`src/rtl/core_pipe_pkg.sv`:
```
// Shared definitions for the generic inter-stage pipeline register:
// skid mode selectors, occupancy state encoding and per-stage widths.
package core_pipe_pkg;

    localparam int PIPE_SKID_NONE = 0;
    localparam int PIPE_SKID_ON   = 1;

    typedef enum logic [1:0] {
        ST_EMPTY = 2'd0,
        ST_ONE   = 2'd1,
        ST_TWO   = 2'd2
    } pipe_state_e;

    localparam int XLEN     = 64;
    localparam int PC_W     = 64;
    localparam int INSTR_W  = 32;
    localparam int RF_IDX_W = 5;

    // Payload widths packed by each instantiating stage.
    localparam int IF_ID_DATA_W  = PC_W + INSTR_W;
    localparam int ID_EX_DATA_W  = PC_W + 3 * XLEN + 3 * RF_IDX_W;
    localparam int EX_MEM_DATA_W = 2 * XLEN + RF_IDX_W;
    localparam int MEM_WB_DATA_W = XLEN + RF_IDX_W;
    localparam int PIPE_CTRL_W   = 16;

    function automatic logic [1:0] occ_of_state(input pipe_state_e s);
        return s;
    endfunction

endpackage

```
`src/rtl/core_pipe_entry.sv`:
```
// One pipeline slot: {valid, ctrl, data} with load enable and a synchronous
// valid clear that wins over load. Payload is retained when valid clears.
module core_pipe_entry
    import core_pipe_pkg::*;
#(
    parameter int DATA_W = 64,
    parameter int CTRL_W = 16
) (
    input  logic              clk,
    input  logic              rst_n,
    input  logic              load_i,
    input  logic              clr_i,
    input  logic [DATA_W-1:0] data_i,
    input  logic [CTRL_W-1:0] ctrl_i,
    output logic              valid_o,
    output logic [DATA_W-1:0] data_o,
    output logic [CTRL_W-1:0] ctrl_o
);

    logic              valid_d, valid_q;
    logic [DATA_W-1:0] data_d,  data_q;
    logic [CTRL_W-1:0] ctrl_d,  ctrl_q;

    always_comb begin
        valid_d = valid_q;
        data_d  = data_q;
        ctrl_d  = ctrl_q;
        if (clr_i) begin
            valid_d = 1'b0;
        end else if (load_i) begin
            valid_d = 1'b1;
            data_d  = data_i;
            ctrl_d  = ctrl_i;
        end
    end

    always_ff @(posedge clk or negedge rst_n) begin
        if (!rst_n) begin
            valid_q <= 1'b0;
            data_q  <= '0;
            ctrl_q  <= '0;
        end else begin
            valid_q <= valid_d;
            data_q  <= data_d;
            ctrl_q  <= ctrl_d;
        end
    end

    assign valid_o = valid_q;
    assign data_o  = data_q;
    assign ctrl_o  = ctrl_q;

endmodule

```
`src/rtl/core_pipe_stage.sv`:
```
// Generic valid/ready pipeline register between core stages, with flush and
// an optional two-entry skid buffer that registers in_ready_o.
module core_pipe_stage
    import core_pipe_pkg::*;
#(
    parameter int DATA_W = 64,
    parameter int CTRL_W = 16,
    parameter int SKID   = PIPE_SKID_NONE
) (
    input  logic              clk,
    input  logic              rst_n,
    input  logic              flush_i,
    input  logic              in_valid_i,
    output logic              in_ready_o,
    input  logic [DATA_W-1:0] in_data_i,
    input  logic [CTRL_W-1:0] in_ctrl_i,
    output logic              out_valid_o,
    input  logic              out_ready_i,
    output logic [DATA_W-1:0] out_data_o,
    output logic [CTRL_W-1:0] out_ctrl_o,
    output logic [1:0]        occ_o
);

    logic              main_load;
    logic              main_clr;
    logic              main_valid;
    logic [DATA_W-1:0] main_in_data;
    logic [CTRL_W-1:0] main_in_ctrl;
    logic [DATA_W-1:0] main_data;
    logic [CTRL_W-1:0] main_ctrl;
    logic              accept;
    logic              drain;

    assign accept = in_valid_i & in_ready_o;
    assign drain  = main_valid & out_ready_i;

    core_pipe_entry #(
        .DATA_W (DATA_W),
        .CTRL_W (CTRL_W)
    ) u_main (
        .clk     (clk),
        .rst_n   (rst_n),
        .load_i  (main_load),
        .clr_i   (main_clr),
        .data_i  (main_in_data),
        .ctrl_i  (main_in_ctrl),
        .valid_o (main_valid),
        .data_o  (main_data),
        .ctrl_o  (main_ctrl)
    );

    generate
        if (SKID == PIPE_SKID_ON) begin : g_skid
            pipe_state_e       state_d, state_q;
            logic              in_ready_d, in_ready_q;
            logic              skid_load;
            logic              skid_clr;
            logic              skid_valid;
            logic [DATA_W-1:0] skid_data;
            logic [CTRL_W-1:0] skid_ctrl;

            core_pipe_entry #(
                .DATA_W (DATA_W),
                .CTRL_W (CTRL_W)
            ) u_skid (
                .clk     (clk),
                .rst_n   (rst_n),
                .load_i  (skid_load),
                .clr_i   (skid_clr),
                .data_i  (in_data_i),
                .ctrl_i  (in_ctrl_i),
                .valid_o (skid_valid),
                .data_o  (skid_data),
                .ctrl_o  (skid_ctrl)
            );

            // Main refills from the older skid word whenever one is held.
            always_comb begin
                main_in_data = skid_valid ? skid_data : in_data_i;
                main_in_ctrl = skid_valid ? skid_ctrl : in_ctrl_i;
            end

            always_comb begin
                state_d   = state_q;
                main_load = 1'b0;
                main_clr  = 1'b0;
                skid_load = 1'b0;
                skid_clr  = 1'b0;
                if (flush_i) begin
                    state_d  = ST_EMPTY;
                    main_clr = 1'b1;
                    skid_clr = 1'b1;
                end else begin
                    case (state_q)
                        ST_EMPTY: begin
                            if (accept) begin
                                main_load = 1'b1;
                                state_d   = ST_ONE;
                            end
                        end
                        ST_ONE: begin
                            if (accept && drain) begin
                                main_load = 1'b1;
                            end else if (accept) begin
                                skid_load = 1'b1;
                                state_d   = ST_TWO;
                            end else if (drain) begin
                                main_clr  = 1'b1;
                                state_d   = ST_EMPTY;
                            end
                        end
                        ST_TWO: begin
                            if (drain) begin
                                main_load = 1'b1;
                                skid_clr  = 1'b1;
                                state_d   = ST_ONE;
                            end
                        end
                        default: begin
                            main_clr = 1'b1;
                            skid_clr = 1'b1;
                            state_d  = ST_EMPTY;
                        end
                    endcase
                end
                in_ready_d = (state_d != ST_TWO);
            end

            always_ff @(posedge clk or negedge rst_n) begin
                if (!rst_n) begin
                    state_q    <= ST_EMPTY;
                    in_ready_q <= 1'b1;
                end else begin
                    state_q    <= state_d;
                    in_ready_q <= in_ready_d;
                end
            end

            assign in_ready_o = in_ready_q | flush_i;
            assign occ_o      = occ_of_state(state_q);
        end else begin : g_noskid
            always_comb begin
                main_in_data = in_data_i;
                main_in_ctrl = in_ctrl_i;
                main_load    = accept & ~flush_i;
                main_clr     = flush_i | (drain & ~accept);
            end

            assign in_ready_o = flush_i | ~main_valid | out_ready_i;
            assign occ_o      = {1'b0, main_valid};
        end
    endgenerate

    assign out_valid_o = main_valid;
    assign out_data_o  = main_data;
    assign out_ctrl_o  = main_ctrl & {CTRL_W{main_valid}};

endmodule

```
`config.mk`:
```
export PLATFORM = sky130hd
export DESIGN_NAME = core_pipe_stage
export DESIGN_NICKNAME = d
export VERILOG_FILES = /design/src/rtl/core_pipe_pkg.sv /design/src/rtl/core_pipe_entry.sv /design/src/rtl/core_pipe_stage.sv
export SDC_FILE = /design/constraint.sdc
export NUM_CORES = 1
export LEC_CHECK = 0
export ABC_AREA = 1
export ABC_CLOCK_PERIOD_IN_PS = 1700
export CAP_MARGIN = 20
export CORE_ASPECT_RATIO = 0.6
export CORE_MARGIN = 2
export CORE_UTILIZATION = 45
export CTS_BUF_LIST = sky130_fd_sc_hd__clkbuf_8
export DETAILED_ROUTE_END_ITERATION = 16
export HOLD_SLACK_MARGIN = 0.12
export PLACE_DENSITY = 0.95
export SETUP_SLACK_MARGIN = 0.5
export SLEW_MARGIN = 5
export SYNTH_ARGS = -nofsm -noshare
export SYNTH_HDL_FRONTEND = slang
export SYNTH_SLANG_ARGS = --single-unit
```
`constraint.sdc`:
```
create_clock -name clk -period 1.7 [get_ports clk]
set_input_delay 0.17 -clock clk [delete_from_list [all_inputs] [get_ports clk]]
set_output_delay 0.17 -clock clk [all_outputs]
set_load 0.01 [all_outputs]
```
==> flow_summary.yaml <==
route:
  post-route-drc-count: 0
  vias_per_cell: 5.30
  detail-route-antenna-nets: 0
  firstDrtPassIters: 5
  num_vias: 3659
  wl_per_cell_um: 19.3
  drt_iter0_markers: 247
  drt-total-wl_um: 13300
worst_setup_path:
  critical_path.startpoint: "u_main.valid_o"
  cpPeakStageDelay_ns: 0.43
  crit_path_start_kind: "flip-flop"
  timing.rr.start: "u_main.valid_o"
  crit_path_end_kind: "primary output"
  cp-endpoint: "in_ready_o"
  crit_type: "flip-flop to primary output"
  r2r_slack_ns: 0.27
  cp.arrival_ns: 1.31
  cp_slowest_cell: "dfrtp_2"
  critPathRequiredTime_ns: 1.53
  r2r-end: "u_main.ctrl_o[8]"
  worstRegToRegCells: 7
  worst-path-max-fanout: 8
  crit_chain: "buf_6 > buf_16 > nand3b_1 > buf_2"
cells_and_area:
  fin_nets: 666
  n_antenna_cell: 0
  seqCellArea_um2: 2030
  area_delta_synth_final_pct: 90.9
  fillCellCount: 337
  multi_input_area_um2: 1850
  stdcell_area_um2: 6490
  final_layout_size_suffix_gt1_frac: 0.454
placement:
  place.gp.congestion: 0.799
  dpl-instance-area_um2: 5130
  post-dp-hpwl_um: 6920
  portBuffers: 167
pwr:
  power.switching_mw: 1.83
  p_leak_nw: 3.28
  finalPower_mw: 5.68
  ir_worst_vdd_mv: 0.645
  power_frac_seq: 0.441
  power_density_nw_per_um2: 875
  clkPwrFrac: 0.246
  internal_power_mw: 3.85
  sw_frac_of_total: 0.322
  p_comb_frac: 0.313
floorplanning:
  die_w_um: 116
  die_height_um: 71.4
  core_area_um2: 7300
  rows: 24
  pin_count: 169
  die-area_um2: 8290
  start_util: 0.466
hold_path:
  hp-class: "input pin to async pin"
global_route:
  grt_max_degree: 44
  grt_use_total: 0.265
  antenna_found_initial: 0
  grt_pass1_vias: 3418
  grt.overflow.total: 0
  grt_pass1_wl_um: 16800
logic_synthesis:
  synth-xor-area-share: 0
  yosys.area_share.simple: 0.325
  ys_types: 11
  synth_warnings: 0
  synth_top_family_by_area: "simple AND/OR/NAND/NOR gates"
  synth_compound_gate_area_share: 0
  yosysSeqAreaShare: 0.596
  synthMuxAreaShare: 0
  syn_area_per_cell_um2: 8.75
  ys_ff_latch: 81
  syn_nets: 474
  synth_fa_ha_area_frac: 0
  synth_area_um2: 3400
  synthCells: 389
clock_network:
  cts.htree.levels: 3
  cts_sinks: 81
  cts_tree: "done"
  cts.clk_slew.worst_paths_ns: 0.08
  worst_skew_pair.late_latency_ns: 0.36
  clockBufferDepth: 2
  cts_root_buf: "clkbuf_8"
  cts_buffers: 9
timing:
  rsz0062_at_grt: "true"
  fin_crit_sh: 0.868
  slew_headroom: 0.662
  whs_ns: 0.342
  tns_ns: 0
  fmax_mhz: 678
  slew_viol_final: 0
  finalClockSkew_ns: 0.00841
  hold_viol_final: 0
  worst_slew_pin_slew_ns: 0.507
  final-setup-viol-count: 0
  layout_min_cycle_time_ns: 1.48
run:
  drv_cap: 0
status:
  status: "completed"
power by group through the flow:
| stage | Clock, mW | Combinational (mW) | Sequential (mW) |
|---|---|---|---|
| after floorplan | 0 | 0.393 | 2.50 |
| after global placement | 0 | 1.33 | 2.39 |
| after detailed placement | 0 | 1.37 | 2.41 |
| after CTS | 1.41 | 1.34 | 2.38 |
| after global routing | 1.50 | 1.90 | 2.53 |
| final | 1.40 | 1.78 | 2.51 |
state kept, by name, indices dropped and copies added, names as in the netlist:
register and count:
u_main.ctrl_o 16, u_main.data_o 64, u_main.valid_o 1
synthesized netlist by cell type:
library cell | n | area, um^2
inv_1 | 18 | 67.6
nor2_4 | 1 | 11.3
dfrtp_1 | 81 | 2030
buf_6 | 8 | 90.1
nand2_4 | 2 | 22.5
nand3_1 | 80 | 400
buf_2 | 17 | 85.1
buf_4 | 3 | 22.5
conb_1 | 1 | 3.75
nand3b_1 | 1 | 7.51
nand2_1 | 177 | 664
stage by stage:
step           utilization  cells  setup WS, ns
3_5_place_dp         0.704    641         0.112
4_1_cts              0.756    668         0.253
6_report             0.890    690         0.225
5_1_grt              0.890    690         0.168
2_1_floorplan            -    389         0.566
3_3_place_gp         0.704    641         0.173
critical path, delay by kind of cell (launching register included):
family / cells / cell delay [ns]
buffers and inverters: 3 / 0.41
and+or+nand+nor: 1 / 0.11
DFF: 1 / 0.43
timing repair:
action                     CTS  global route
setup buffers                5            10
gates resized for setup    224           259
hold buffers                 1             0
setup endpoints to repair  164           134
hold endpoints to repair    38             0
pin swaps                    1            18
gates cloned                 5            12
placed cells by master, fill, tap and decap left out:
cell              n
dlygate4sd3_1     1
clkinvlp_4        2
nand2_4          61
bufinv_16         1
nand3b_1          1
dfrtp_2           1
clkbuf_2         24
clkbuf_8         10
clkbuf_16         8
inv_1             8
nand3_2          10
buf_4            15
dfrtp_1          80
inv_2            11
clkdlybuf4s15_2   1
nand2_2          79
buf_12            6
buf_2             7
clkdlybuf4s15_1  39
buf_16            7
nand2_8           3
buf_8             1
nand2_1          37
nand3_1          70
nor2_4            1
clkdlybuf4s50_1  83
clkinv_2          2
conb_1            1
buf_6            16
final cells by class:
type	instances	area share
Multi-Input combinational cell	263	0.285
Clock buffer	10	0.0212
Inverter	18	0.0104
Sequential cell	81	0.312
Clock inverter	6	0.00906
Tap cell	104	0.0200
Timing Repair Buffer	208	0.342
worst min-delay path by stage:
stage | cells past startpoint | to
detailed placement | 1 | u_main.data_o[7]
global route | 3 | u_main.data_o[1]
CTS | 2 | u_main.data_o[7]
floorplan | 0 | u_main.ctrl_o[0]
global placement | 1 | u_main.data_o[7]
finish | 2 | u_main.data_o[7]
kinds of logic (layout without fill, tap and decap cells):
group | Yosys count | count (layout)
other | 1 | 1
and+or+nand+nor | 261 | 262
DFF | 81 | 81
buffers and inverters | 46 | 242
per-layer routing:
metal  GRT usage  vias up  part of all wire
met5           0        -                 0
met4       0.103        0             0.027
met3      0.0998       35             0.089
met2       0.426      199              0.49
met1       0.329     1806              0.40
li1            -     1619                 -
No activity file was read; power rests on OpenSTA's default activity.
